==> config.mk <==
export PLATFORM = sky130hd
export DESIGN_NAME = switch_ingress_arbiter
export DESIGN_NICKNAME = d
export VERILOG_FILES = /design/src/rtl/switch_ingress_arbiter.sv
export SDC_FILE = /design/constraint.sdc
export NUM_CORES = 1
export LEC_CHECK = 0
export BUFFER_PORTS_ARGS = -buffer_cell sky130_fd_sc_hd__buf_2
export CAP_MARGIN = 10
export CORE_MARGIN = 2
export CORE_UTILIZATION = 45
export DETAILED_ROUTE_END_ITERATION = 16
export PLACE_DENSITY = 0.83
export SLEW_MARGIN = 5
export SYNTH_ARGS = -nofsm -noshare
export SYNTH_HDL_FRONTEND = slang
export SYNTH_SLANG_ARGS = --single-unit
==> constraint.sdc <==
create_clock -name clk -period 4.3 [get_ports clk]
set_input_delay 0.215 -clock clk [delete_from_list [all_inputs] [get_ports clk]]
set_output_delay 0.215 -clock clk [all_outputs]
set_load 0.01 [all_outputs]
==> src/rtl/switch_ingress_arbiter.sv <==
// Packet-granular round-robin arbiter sharing the switch source port between
// NUM_REQ requesters, with a registered output beat and a mid-packet watchdog.
module switch_ingress_arbiter #(
  parameter int NUM_REQ = 4,
  parameter int ADDR_W  = 8,
  parameter int DATA_W  = 8,
  parameter int TIMEOUT = 16
) (
  input  logic                        clk,
  input  logic                        reset,
  input  logic [NUM_REQ-1:0]          req_valid,
  input  logic [NUM_REQ-1:0]          req_last,
  input  logic [NUM_REQ*ADDR_W-1:0]   req_addr,
  input  logic [NUM_REQ*DATA_W-1:0]   req_data,
  output logic [NUM_REQ-1:0]          req_ready,
  input  logic                        sw_stall,
  output logic                        sw_src_valid,
  output logic [ADDR_W-1:0]           sw_src_addr,
  output logic [DATA_W-1:0]           sw_src_data,
  output logic [$clog2(NUM_REQ)-1:0]  grant_id,
  output logic                        busy,
  output logic                        abort
);

  localparam int IDW = $clog2(NUM_REQ);
  localparam int CW  = $clog2(TIMEOUT);

  typedef enum logic {IDLE, GRANT} state_t;

  state_t            state_q;
  logic [IDW-1:0]    rr_ptr_q;
  logic [IDW-1:0]    grant_id_q;
  logic [CW-1:0]     idle_cnt_q;
  logic              busy_q;
  logic              abort_q;
  logic              src_valid_q;
  logic [ADDR_W-1:0] src_addr_q;
  logic [DATA_W-1:0] src_data_q;

  logic              found;
  logic [IDW-1:0]    pick;
  logic              own_valid;
  logic              own_last;
  logic [ADDR_W-1:0] own_addr;
  logic [DATA_W-1:0] own_data;
  logic              accept;
  logic              idle_cyc;
  logic [IDW-1:0]    rr_next;

  // First valid requester scanning upward from rr_ptr, wrapping modulo NUM_REQ.
  always_comb begin
    int unsigned idx;
    found = 1'b0;
    pick  = '0;
    for (int unsigned k = 0; k < NUM_REQ; k++) begin
      idx = (32'(rr_ptr_q) + k) % NUM_REQ;
      if (!found && req_valid[idx[IDW-1:0]]) begin
        found = 1'b1;
        pick  = idx[IDW-1:0];
      end
    end
  end

  always_comb begin
    own_valid = 1'b0;
    own_last  = 1'b0;
    own_addr  = '0;
    own_data  = '0;
    req_ready = '0;
    for (int unsigned k = 0; k < NUM_REQ; k++) begin
      if (IDW'(k) == grant_id_q) begin
        own_valid    = req_valid[k];
        own_last     = req_last[k];
        own_addr     = req_addr[k*ADDR_W +: ADDR_W];
        own_data     = req_data[k*DATA_W +: DATA_W];
        req_ready[k] = (state_q == GRANT) && !sw_stall && !reset;
      end
    end
  end

  assign accept   = (state_q == GRANT) && own_valid && !sw_stall;
  assign idle_cyc = (state_q == GRANT) && !own_valid && !sw_stall;
  assign rr_next  = (32'(grant_id_q) == NUM_REQ - 1) ? '0 : grant_id_q + 1'b1;

  always_ff @(posedge clk) begin
    if (reset) begin
      state_q     <= IDLE;
      rr_ptr_q    <= '0;
      grant_id_q  <= '0;
      idle_cnt_q  <= '0;
      busy_q      <= 1'b0;
      abort_q     <= 1'b0;
      src_valid_q <= 1'b0;
      src_addr_q  <= '0;
      src_data_q  <= '0;
    end else begin
      abort_q     <= 1'b0;
      src_valid_q <= 1'b0;
      src_addr_q  <= '0;
      src_data_q  <= '0;
      case (state_q)
        IDLE: begin
          if (found) begin
            grant_id_q <= pick;
            busy_q     <= 1'b1;
            idle_cnt_q <= '0;
            state_q    <= GRANT;
          end
        end
        GRANT: begin
          if (accept) begin
            src_valid_q <= 1'b1;
            src_addr_q  <= own_addr;
            src_data_q  <= own_data;
            idle_cnt_q  <= '0;
            if (own_last) begin
              state_q  <= IDLE;
              busy_q   <= 1'b0;
              rr_ptr_q <= rr_next;
            end
          end else if (idle_cyc) begin
            // Stall cycles fall through here untouched, so the count only
            // measures cycles where the owner itself is silent.
            if (idle_cnt_q == CW'(TIMEOUT - 1)) begin
              state_q    <= IDLE;
              busy_q     <= 1'b0;
              abort_q    <= 1'b1;
              rr_ptr_q   <= rr_next;
              idle_cnt_q <= '0;
            end else begin
              idle_cnt_q <= idle_cnt_q + 1'b1;
            end
          end
        end
        default: state_q <= IDLE;
      endcase
    end
  end

  assign sw_src_valid = src_valid_q;
  assign sw_src_addr  = src_addr_q;
  assign sw_src_data  = src_data_q;
  assign grant_id     = grant_id_q;
  assign busy         = busy_q;
  assign abort        = abort_q;

endmodule

==> results.cfg, run 1 <==
[power_and_ir_drop]
power_density_nw_per_um2 = 259
max-vdd-ir-drop_mv = 0.232
power_leakage_uw = 0.00102

[clocking]
cts-htree-levels = 1
clk_path_buf_depth = 2
numCtsBuffers = 3
clkTransAtPathRegs_ns = 0.14
holdBufCountCts = 0
insertion_delay_ns = 0.33
cts_resized = 0
root_buffer = clkbuf_4
cts_setup_buffers = 0
clock-sinks = 28
cts_tree = built

[setup_path]
worstSetupPathType = reg2reg
start_kind = register
r2r_setup_slack_ns = 1.47
end_kind = register
reg2reg_to = rr_ptr_q[0]
cp_slowest_cell = ha_1
crit_fanout = 37
critPathArrivalTime_ns = 3.10
ff2ff_path_depth = 7
required_ns = 4.57
slowest_delay_ns = 0.83
path_cells = inv_1 > ha_1 > a211oi_1 > a221oi_4 > mux2i_1 > or4_1 > a21oi_1
r2r_start = grant_id[0]

[layout]
fin_cells = 339
design_area_um2 = 2150
final_cell_mix = 99 x buf_2, 28 x dfxtp_1, 26 x a21oi_1, 22 x nor2_1, 20 x nor2b_1
diodes = 0
mostFrequentLayoutCell = buf_2
drive_gt1_share_pct = 36.9
areaGrowthSynthToFinish_pct = 33.0
final_nets = 374
fillCellCount = 314

[floorplan]
fp.dieW_um = 64.0
die_y_um = 64.0
coreArea_um2 = 3390
io_pins = 100
dieArea_um2 = 4090
start_util_pct = 47.7
row_count = 21

[global_route]
grt_pass1_wl_um = 7460
overflow = 0
track_usage_pct = 22.4
antenna_found_initial = 0
grt_max_degree = 41
first_global_vias = 1745

[drt]
first_pass_iters = 4
routed_wl_um = 4710
drc = 0
via_count = 1871
via_per_inst = 5.52
final_antenna_net_count = 0
wire_per_inst_um = 13.9
detail_route.iter0.violations = 113

[sta]
worst_clock_skew_ns = 0.00125
drv_slew = 0
tns_ns = 0
setup_viol = 0
rsz0062_at_grt = no
relSlewSlack_pct = 21.8
timing.final.crit_share_pct = 65.7
tightest_slew_ns = 1.17
hold_viol = 0
max_freq_mhz = 354
fin_crit_ns = 2.83

[yosys]
syn_nets = 284
syn_area_per_cell_um2 = 7.93
netlist.area_leader.share_pct = 34.6
ys_ff_latch = 28
synthTopCellsByArea = dfxtp_1 35%, a221oi_1 9.2%, a21oi_1 8.0%, nor2b_1 7.7%, nor2_1 5.1%
synthDistinctLibCells = 34
synth_largest_area_cell = dfxtp_1
synth_area_um2 = 1620
yosys_warnings = 0
yosysSeqAreaShare_pct = 34.6
synthCells = 204

[outcome]
status = complete, no violations

[hold_path]
hp-start = req_addr[31]
hold_end = sw_src_addr[7]
hold_path.class = in2reg
hold_depth = 3

[run]
cap_violations = 0

[place]
dpl_cell_area_um2 = 2120
io_buffers = 99
finalWeightedCongestion = 0.868
place_inst = 335
dp_hpwl_um = 3550
==> area by class of cell <==
class                   count  area (µm²)  area share (%)
repair buffers            100         503            23.4
well taps                  46        57.6            2.67
clock buffers               4        36.3            1.69
multi-input cells         154         968            45.0
inverters                   7        26.3            1.22
flip-flops and latches     28         561            26.0
==> per-layer routing <==
layer	up-vias	global-route usage (%)	part of all wire, %
li1	928	-	-
met1	861	26.5	43
met2	78	41.4	50
met3	4	4.58	6.6
met4	0	4.35	0.66
met5	-	0	0
==> Yosys cell counts <==
library cell,number
o221ai_1,1
buf_2,2
and2_1,5
a21oi_1,26
o21ai_0,4
ha_1,5
buf_1,1
a211oi_1,5
nor3_1,16
a311oi_1,1
buf_4,1
clkbuf_1,11
nor3b_1,2
nor2_1,22
or2_2,1
mux2i_1,1
nor2b_1,20
and4b_1,1
o2bb2ai_1,1
or4_1,1
a221oi_4,1
a221oi_1,17
o22ai_1,1
and3_1,1
nand2_1,7
mux2_2,2
a21boi_0,1
a31oi_1,2
dfxtp_1,28
inv_1,7
nand3b_1,4
a211o_1,1
nor4_1,3
nand3_1,2
==> state kept, by name (all words and copies together) (netlist names) <==
register	cells
abort	1
grant_id	2
sw_src_valid	1
rr_ptr_q	2
state_q	1
busy	1
sw_src_addr	8
idle_cnt_q	4
sw_src_data	8
==> worst max-delay path, delay by kind of cell (launching register included) <==
kind	cells	cell delay [ns]
AO/OA/AOI/OAI	3	0.84
adder cells (fa/ha/maj)	1	0.83
buffers and inverters	1	0.10
flip-flops	1	0.39
multiplexers	1	0.19
AND/OR/NAND/NOR	1	0.42
==> worst max path at each step <==
stage	start	end
final	grant_id[0]	rr_ptr_q[0]
after CTS	grant_id[0]	rr_ptr_q[0]
after global routing	grant_id[0]	rr_ptr_q[0]
after floorplan	grant_id[0]	rr_ptr_q[0]
after global placement	grant_id[0]	rr_ptr_q[0]
after detailed placement	grant_id[0]	rr_ptr_q[0]
==> where the power goes <==
group          internal, µW  switching (µW)
clock network          51.9            74.9
registers               267            5.94
logic                  75.2            82.6
==> metrics by stage <==
| step | hold slack [ns] | utilization (%) | power [µW] | setup WS [ns] |
|---|---|---|---|---|
| 5_1_grt | 0.0931 | 63.5 | 594 | 1.14 |
| 3_3_place_gp | 0.445 | 62.4 | 432 | 1.60 |
| 4_1_cts | 0.101 | 63.5 | 561 | 1.46 |
| 6_report | 0.110 | 63.5 | 558 | 1.47 |
| 2_1_floorplan | 0.293 | - | 376 | 2.19 |
| 3_5_place_dp | 0.459 | 62.4 | 435 | 1.52 |
==> kinds of logic after synthesis <==
group | Yosys count | synth area share [%]
simple gates | 85 | 27.8
compound gates | 61 | 26.2
flops | 28 | 34.6
buf+inv | 22 | 5.49
fa+ha+maj | 5 | 3.87
mux | 3 | 2.01
No activity file was read; power rests on OpenSTA's default activity.
==> run 2: changes to the inputs <==
- CORE_UTILIZATION: 45 -> 43
- PLACE_DENSITY: 0.83 -> 0.8
- clock period: 4.3 -> 2.7 ns (I/O delays scaled with it)
==> run 2 against run 1 <==
Clock skew grew 0.0068 ns. Total power rose by 81%. Routed wire length is 4.6% lower. Core utilization is 2.7 points lower. Sequential cell count stayed put. Combinational power increased by 58%. Setup slack worse by 1.1 ns. Die area up 4.3%. Via count fell by 4.6%. Largest cell class unchanged. Largest power group unchanged. Highest routed layer unchanged.
==> results.cfg, run 2 (synthesis gave the netlist of run 1 again) <==
[sta]
fin_crit_ns = 2.34
fin_ws_ns = 0.360
hold_viol = 0
rsz0062_at_grt = no
tns_ns = 0
relSlewSlack_pct = 55.6
tightest_slew_ns = 0.663
max_freq_mhz = 427
drv_slew = 0
worst_clock_skew_ns = 0.00801
setup_viol = 0
timing.final.crit_share_pct = 86.7

[floorplan]
fp.dieW_um = 65.3
die_y_um = 65.3
row_count = 22
start_util_pct = 44.5
coreArea_um2 = 3630
io_pins = 100
dieArea_um2 = 4270

[setup_path]
crit_fanout = 13
r2r_start = grant_id[0]
end_kind = register
critPathArrivalTime_ns = 2.55
start_kind = register
reg2reg_to = rr_ptr_q[0]
required_ns = 2.91
ff2ff_path_depth = 6
worstSetupPathType = reg2reg
worstSetupStartpoint = grant_id[0]
crit_path_end = rr_ptr_q[0]
r2r_setup_slack_ns = 0.36

[place]
finalWeightedCongestion = 0.859
dpl_cell_area_um2 = 2130
io_buffers = 99
dp_hpwl_um = 3450
dp_slack_ns = 0.353

[layout]
drive_gt1_share_pct = 37.6
design_area_um2 = 2210
mostFrequentLayoutCell = buf_2
areaGrowthSynthToFinish_pct = 36.4
final_nets = 376
diodes = 0
final_cell_mix = 99 x buf_2, 28 x dfxtp_1, 26 x a21oi_1, 22 x nor2_1, 19 x nor2b_1

[power_and_ir_drop]
max-vdd-ir-drop_mv = 0.374
power_leakage_uw = 0.00105
power_density_nw_per_um2 = 457

[global_route]
antenna_found_initial = 0
overflow = 0
grt_max_degree = 29
grt_pass1_wl_um = 7000
track_usage_pct = 20.5
first_global_vias = 1567

[drt]
first_pass_iters = 4
wire_per_inst_um = 13.1
via_per_inst = 5.20
detail_route.iter0.violations = 103
routed_wl_um = 4490
drc = 0
final_antenna_net_count = 0
via_count = 1784

[outcome]
status = complete, no violations

[clocking]
clk_path_buf_depth = 2
cts_tree = built
clkTransAtPathRegs_ns = 0.10
holdBufCountCts = 0
numCtsBuffers = 3
clock-sinks = 28
root_buffer = clkbuf_8
insertion_delay_ns = 0.27
cts-htree-levels = 1

[hold_path]
hold_path.class = in2reg

[run]
cap_violations = 0
-- run 2: power breakdown --
group	internal (µW)	leakage (µW)	switching, µW
combinational	122	0.000787	128
sequential	425	0.000227	9.07
clock	198	0.0000357	127
-- run 2: final cells by class --
type	instances	area, µm²
clock buffers	3	41.3
clock inverters	1	30.0
fillers	353	1430
inverters	7	26.3
multi-input cells	154	971
flip-flops and latches	28	561
well taps	48	60.1
repair buffers	102	518
-- run 2: critical path: stages (launching register included) --
cell      delay [ns]
dfxtp_1         0.42
ha_1            0.48
a211oi_1        0.14
a221oi_4        0.48
mux2i_1         0.19
or4_1           0.43
a21oi_1         0.15
-- run 2: repair_timing --
item,4_1_cts,5_1_grt
endpoints found under the setup margin,0,1
resized for setup,0,1
setup buffers,0,0
-- run 2: worst min path at each step --
| stage | startpoint | endpoint | slack [ns] | cells past startpoint |
|---|---|---|---|---|
| after detailed placement | req_addr[27] | sw_src_addr[3] | 0.38 | 3 |
| after floorplan | reset | abort | 0.21 | 1 |
| final | req_data[28] | sw_src_data[4] | 0.09 | 3 |
| after global routing | req_data[25] | sw_src_data[1] | 0.09 | 3 |
| after CTS | req_data[28] | sw_src_data[4] | 0.09 | 3 |
| after global placement | req_addr[31] | sw_src_addr[7] | 0.37 | 3 |
-- run 2: metal layers --
metal / share of wire [%] / track usage (%) / vias to the layer above / wire (µm)
met2: 50 / 36.6 / 54 / 2260
met3: 6.5 / 3.94 / 2 / 290
met5: 0 / 0 / - / 0
met1: 43 / 25.5 / 801 / 1910
li1: - / - / 927 / -
met4: 0.69 / 4.43 / 0 / 31
-- run 2: through the flow --
stage	cells	total power, µW	hold WS, ns	utilization [%]
4_1_cts	343	1020	0.0871	60.7
3_3_place_gp	339	688	0.366	58.7
2_1_floorplan	204	598	0.213	-
3_5_place_dp	339	692	0.377	58.7
6_report	343	1010	0.0912	60.7
5_1_grt	343	1070	0.0939	60.7
==> run 3: changes to the inputs <==
- ABC_AREA: default -> 1
- CORE_UTILIZATION: 43 -> 45
- PLACE_DENSITY: 0.8 -> 0.79
==> run 3 against run 2 <==
Routed wire length is 25% higher. Cell count is 25% higher. Total power is 44% higher. Global-route usage is 2.1 points higher. Setup slack better by 0.085 ns. Cell area is 14% higher. Clock power is 2% higher. Critical path depth is 5 higher. Clock skew is 0.0030 ns lower. Worst hold slack better by 0.016 ns. Critical path type unchanged. Highest routed layer unchanged.
==> results.cfg, run 3 <==
[outcome]
status = complete, no violations

[sta]
tightest_slew_ns = 0.695
tns_ns = 0
max_freq_mhz = 443
drv_slew = 0
fin_crit_ns = 2.26
rsz0062_at_grt = no
hold_viol = 0
worst_clock_skew_ns = 0.00499
timing.final.crit_share_pct = 83.5
relSlewSlack_pct = 53.6
setup_viol = 0

[place]
dp_hpwl_um = 4410
io_buffers = 99
place_inst = 424
finalWeightedCongestion = 0.877

[yosys]
syn_area_per_cell_um2 = 6.82
async_reset_ff_share_pct = 0
synthFlopType = dfxtp_1
synth_edf_count = 0
synthTopCellsByCount = 60 x nand2_1, 32 x nand3_1, 31 x nor2_1
synth_area_um2 = 1940
synth.most_common_cell = nand2_1
synthTopCellsByArea = dfxtp_1 29%, nand2_1 12%, nand3_1 8.2%, a211oi_2 6.4%, a21oi_1 6.4%
synth_largest_area_cell = dfxtp_1
netlist.area_leader.share_pct = 28.8
yosysSeqAreaShare_pct = 28.8
ys_ff_latch = 28
yosys_warnings = 0
syn_nets = 365
synthCells = 285
synthDistinctLibCells = 36

[layout]
fillCellCount = 393
fin_cells = 428
final_cell_mix = 99 x buf_2, 60 x nand2_1, 32 x nand3_1, 31 x nor2_1, 28 x dfxtp_1
utilization_pct = 61.8
mostFrequentLayoutCell = buf_2
diodes = 0
drive_gt1_share_pct = 38.4
final_nets = 459
multi_input_area_um2 = 1210
areaGrowthSynthToFinish_pct = 29.9
regArea_um2 = 561

[clocking]
cts-htree-levels = 1
clk_path_buf_depth = 2
clock-sinks = 28
clkTransAtPathRegs_ns = 0.10
root_buffer = clkbuf_8
cts_resized = 0
cts_setup_buffers = 0
insertion_delay_ns = 0.27
cts_tree = built
holdBufCountCts = 0
numCtsBuffers = 3

[hold_path]
hold_path.class = in2reg

[setup_path]
path_cells = inv_1 > ha_1 > inv_4 > nand2_1 > nand3_1 > nand2_1 > nand3_1 > o21ai_1 > nand2_2 > nand2_1 > a21oi_1
start_kind = register
path_delay_family = simple AND/OR/NAND/NOR gates
critPathArrivalTime_ns = 2.42
crit_fanout = 19
worstSetupPathType = reg2reg
worst-path-buf-inv = 2
required_ns = 2.87
end_kind = register
cp_slowest_cell = ha_1
slowest_delay_ns = 0.60
cpMostUsedCell = nand2_1

[global_route]
grtUsageMet2_pct = 40.7
antenna_found_initial = 0
grt_max_degree = 23
overflow = 0
gr-usage-met1_pct = 27.2
track_usage_pct = 22.6
grtUsageMet3_pct = 4.36
first_global_vias = 2096
grt_pass1_wl_um = 9200
busiest_layer = met2

[drt]
routed_wl_um = 5600
wire_per_inst_um = 13.1
detail_route.iter0.violations = 187
via_count = 2222
drc = 0
first_pass_iters = 4
final_antenna_net_count = 0
via_per_inst = 5.19

[power_and_ir_drop]
pwr-share-clk_pct = 22.9
power_density_nw_per_um2 = 578
switching_power_uw = 573
p_comb_share_pct = 44.7
switching_share_pct = 39.3
power_leakage_uw = 0.00131
max-vdd-ir-drop_mv = 0.295
p_int_uw = 885
p_seq_share_pct = 32.4

[floorplan]
row_count = 23
fp.dieW_um = 69.7
coreArea_um2 = 4090
io_pins = 100
start_util_pct = 47.6
die_y_um = 69.7
dieArea_um2 = 4860

[run]
cap_violations = 0
run 3: changes by cell type after synthesis, sizes merged, moves of 7 or more:
cell / before / now
nand2: 7 / 72
nand3: 2 / 33
nor2b: 20 / 0
a221oi: 18 / 0
o21ai: 4 / 21
nor2: 22 / 37
nor3: 16 / 1
inv: 7 / 21
a211oi: 5 / 16
clkbuf: 11 / 4
run 3: kinds of logic after synthesis:
logic type	Yosys count	synth area share, %
AOI/OAI and AO/OA	65	22.0
DFF	28	28.8
buffers and inverters	37	8.63
xor gates and xnor gates	2	0.902
and+or+nand+nor	148	36.4
adders and majority gates	5	3.22
run 3: final cells by class:
class | instances | area share [%]
clock buffers | 3 | 1.64
clock inverters | 1 | 1.19
inverters | 24 | 3.82
multi-input cells | 220 | 48.1
flip-flops and latches | 28 | 22.2
well taps | 50 | 2.48
repair buffers | 102 | 20.5
run 3: power groups by stage:
stage | logic, µW | clock network, µW | registers, µW
after global routing | 745 | 354 | 476
after CTS | 654 | 339 | 472
after detailed placement | 650 | 0 | 481
after global placement | 639 | 0 | 480
final | 652 | 334 | 472
after floorplan | 484 | 0 | 484
run 3: path summary, 6_finish.rpt:
path	from	endpoint	slack, ns	depth (start not counted)
hold / removal	reset	idle_cnt_q[0]	0.11	2
setup reg to reg	grant_id[1]	rr_ptr_q[1]	0.44	11
hold reg to reg	busy	busy	0.46	2
setup / recovery	grant_id[1]	rr_ptr_q[1]	0.44	11
run 3: per-stage QoR:
step                      area [µm²]  setup slack [ns]  power [µW]  hold WS [ns]
after floorplan                 1940             0.970         968         0.204
after global placement          2450             0.592        1120         0.405
after detailed placement        2450             0.484        1130         0.405
after CTS                       2520             0.457        1460         0.105
after global routing            2520             0.169        1580         0.117
final                           2520             0.445        1460         0.107
run 3: layer usage:
layer	part of all wire, %	vias up
met5	0	-
met4	2.4	0
met3	6.8	14
met2	49	86
met1	42	984
li1	-	1138
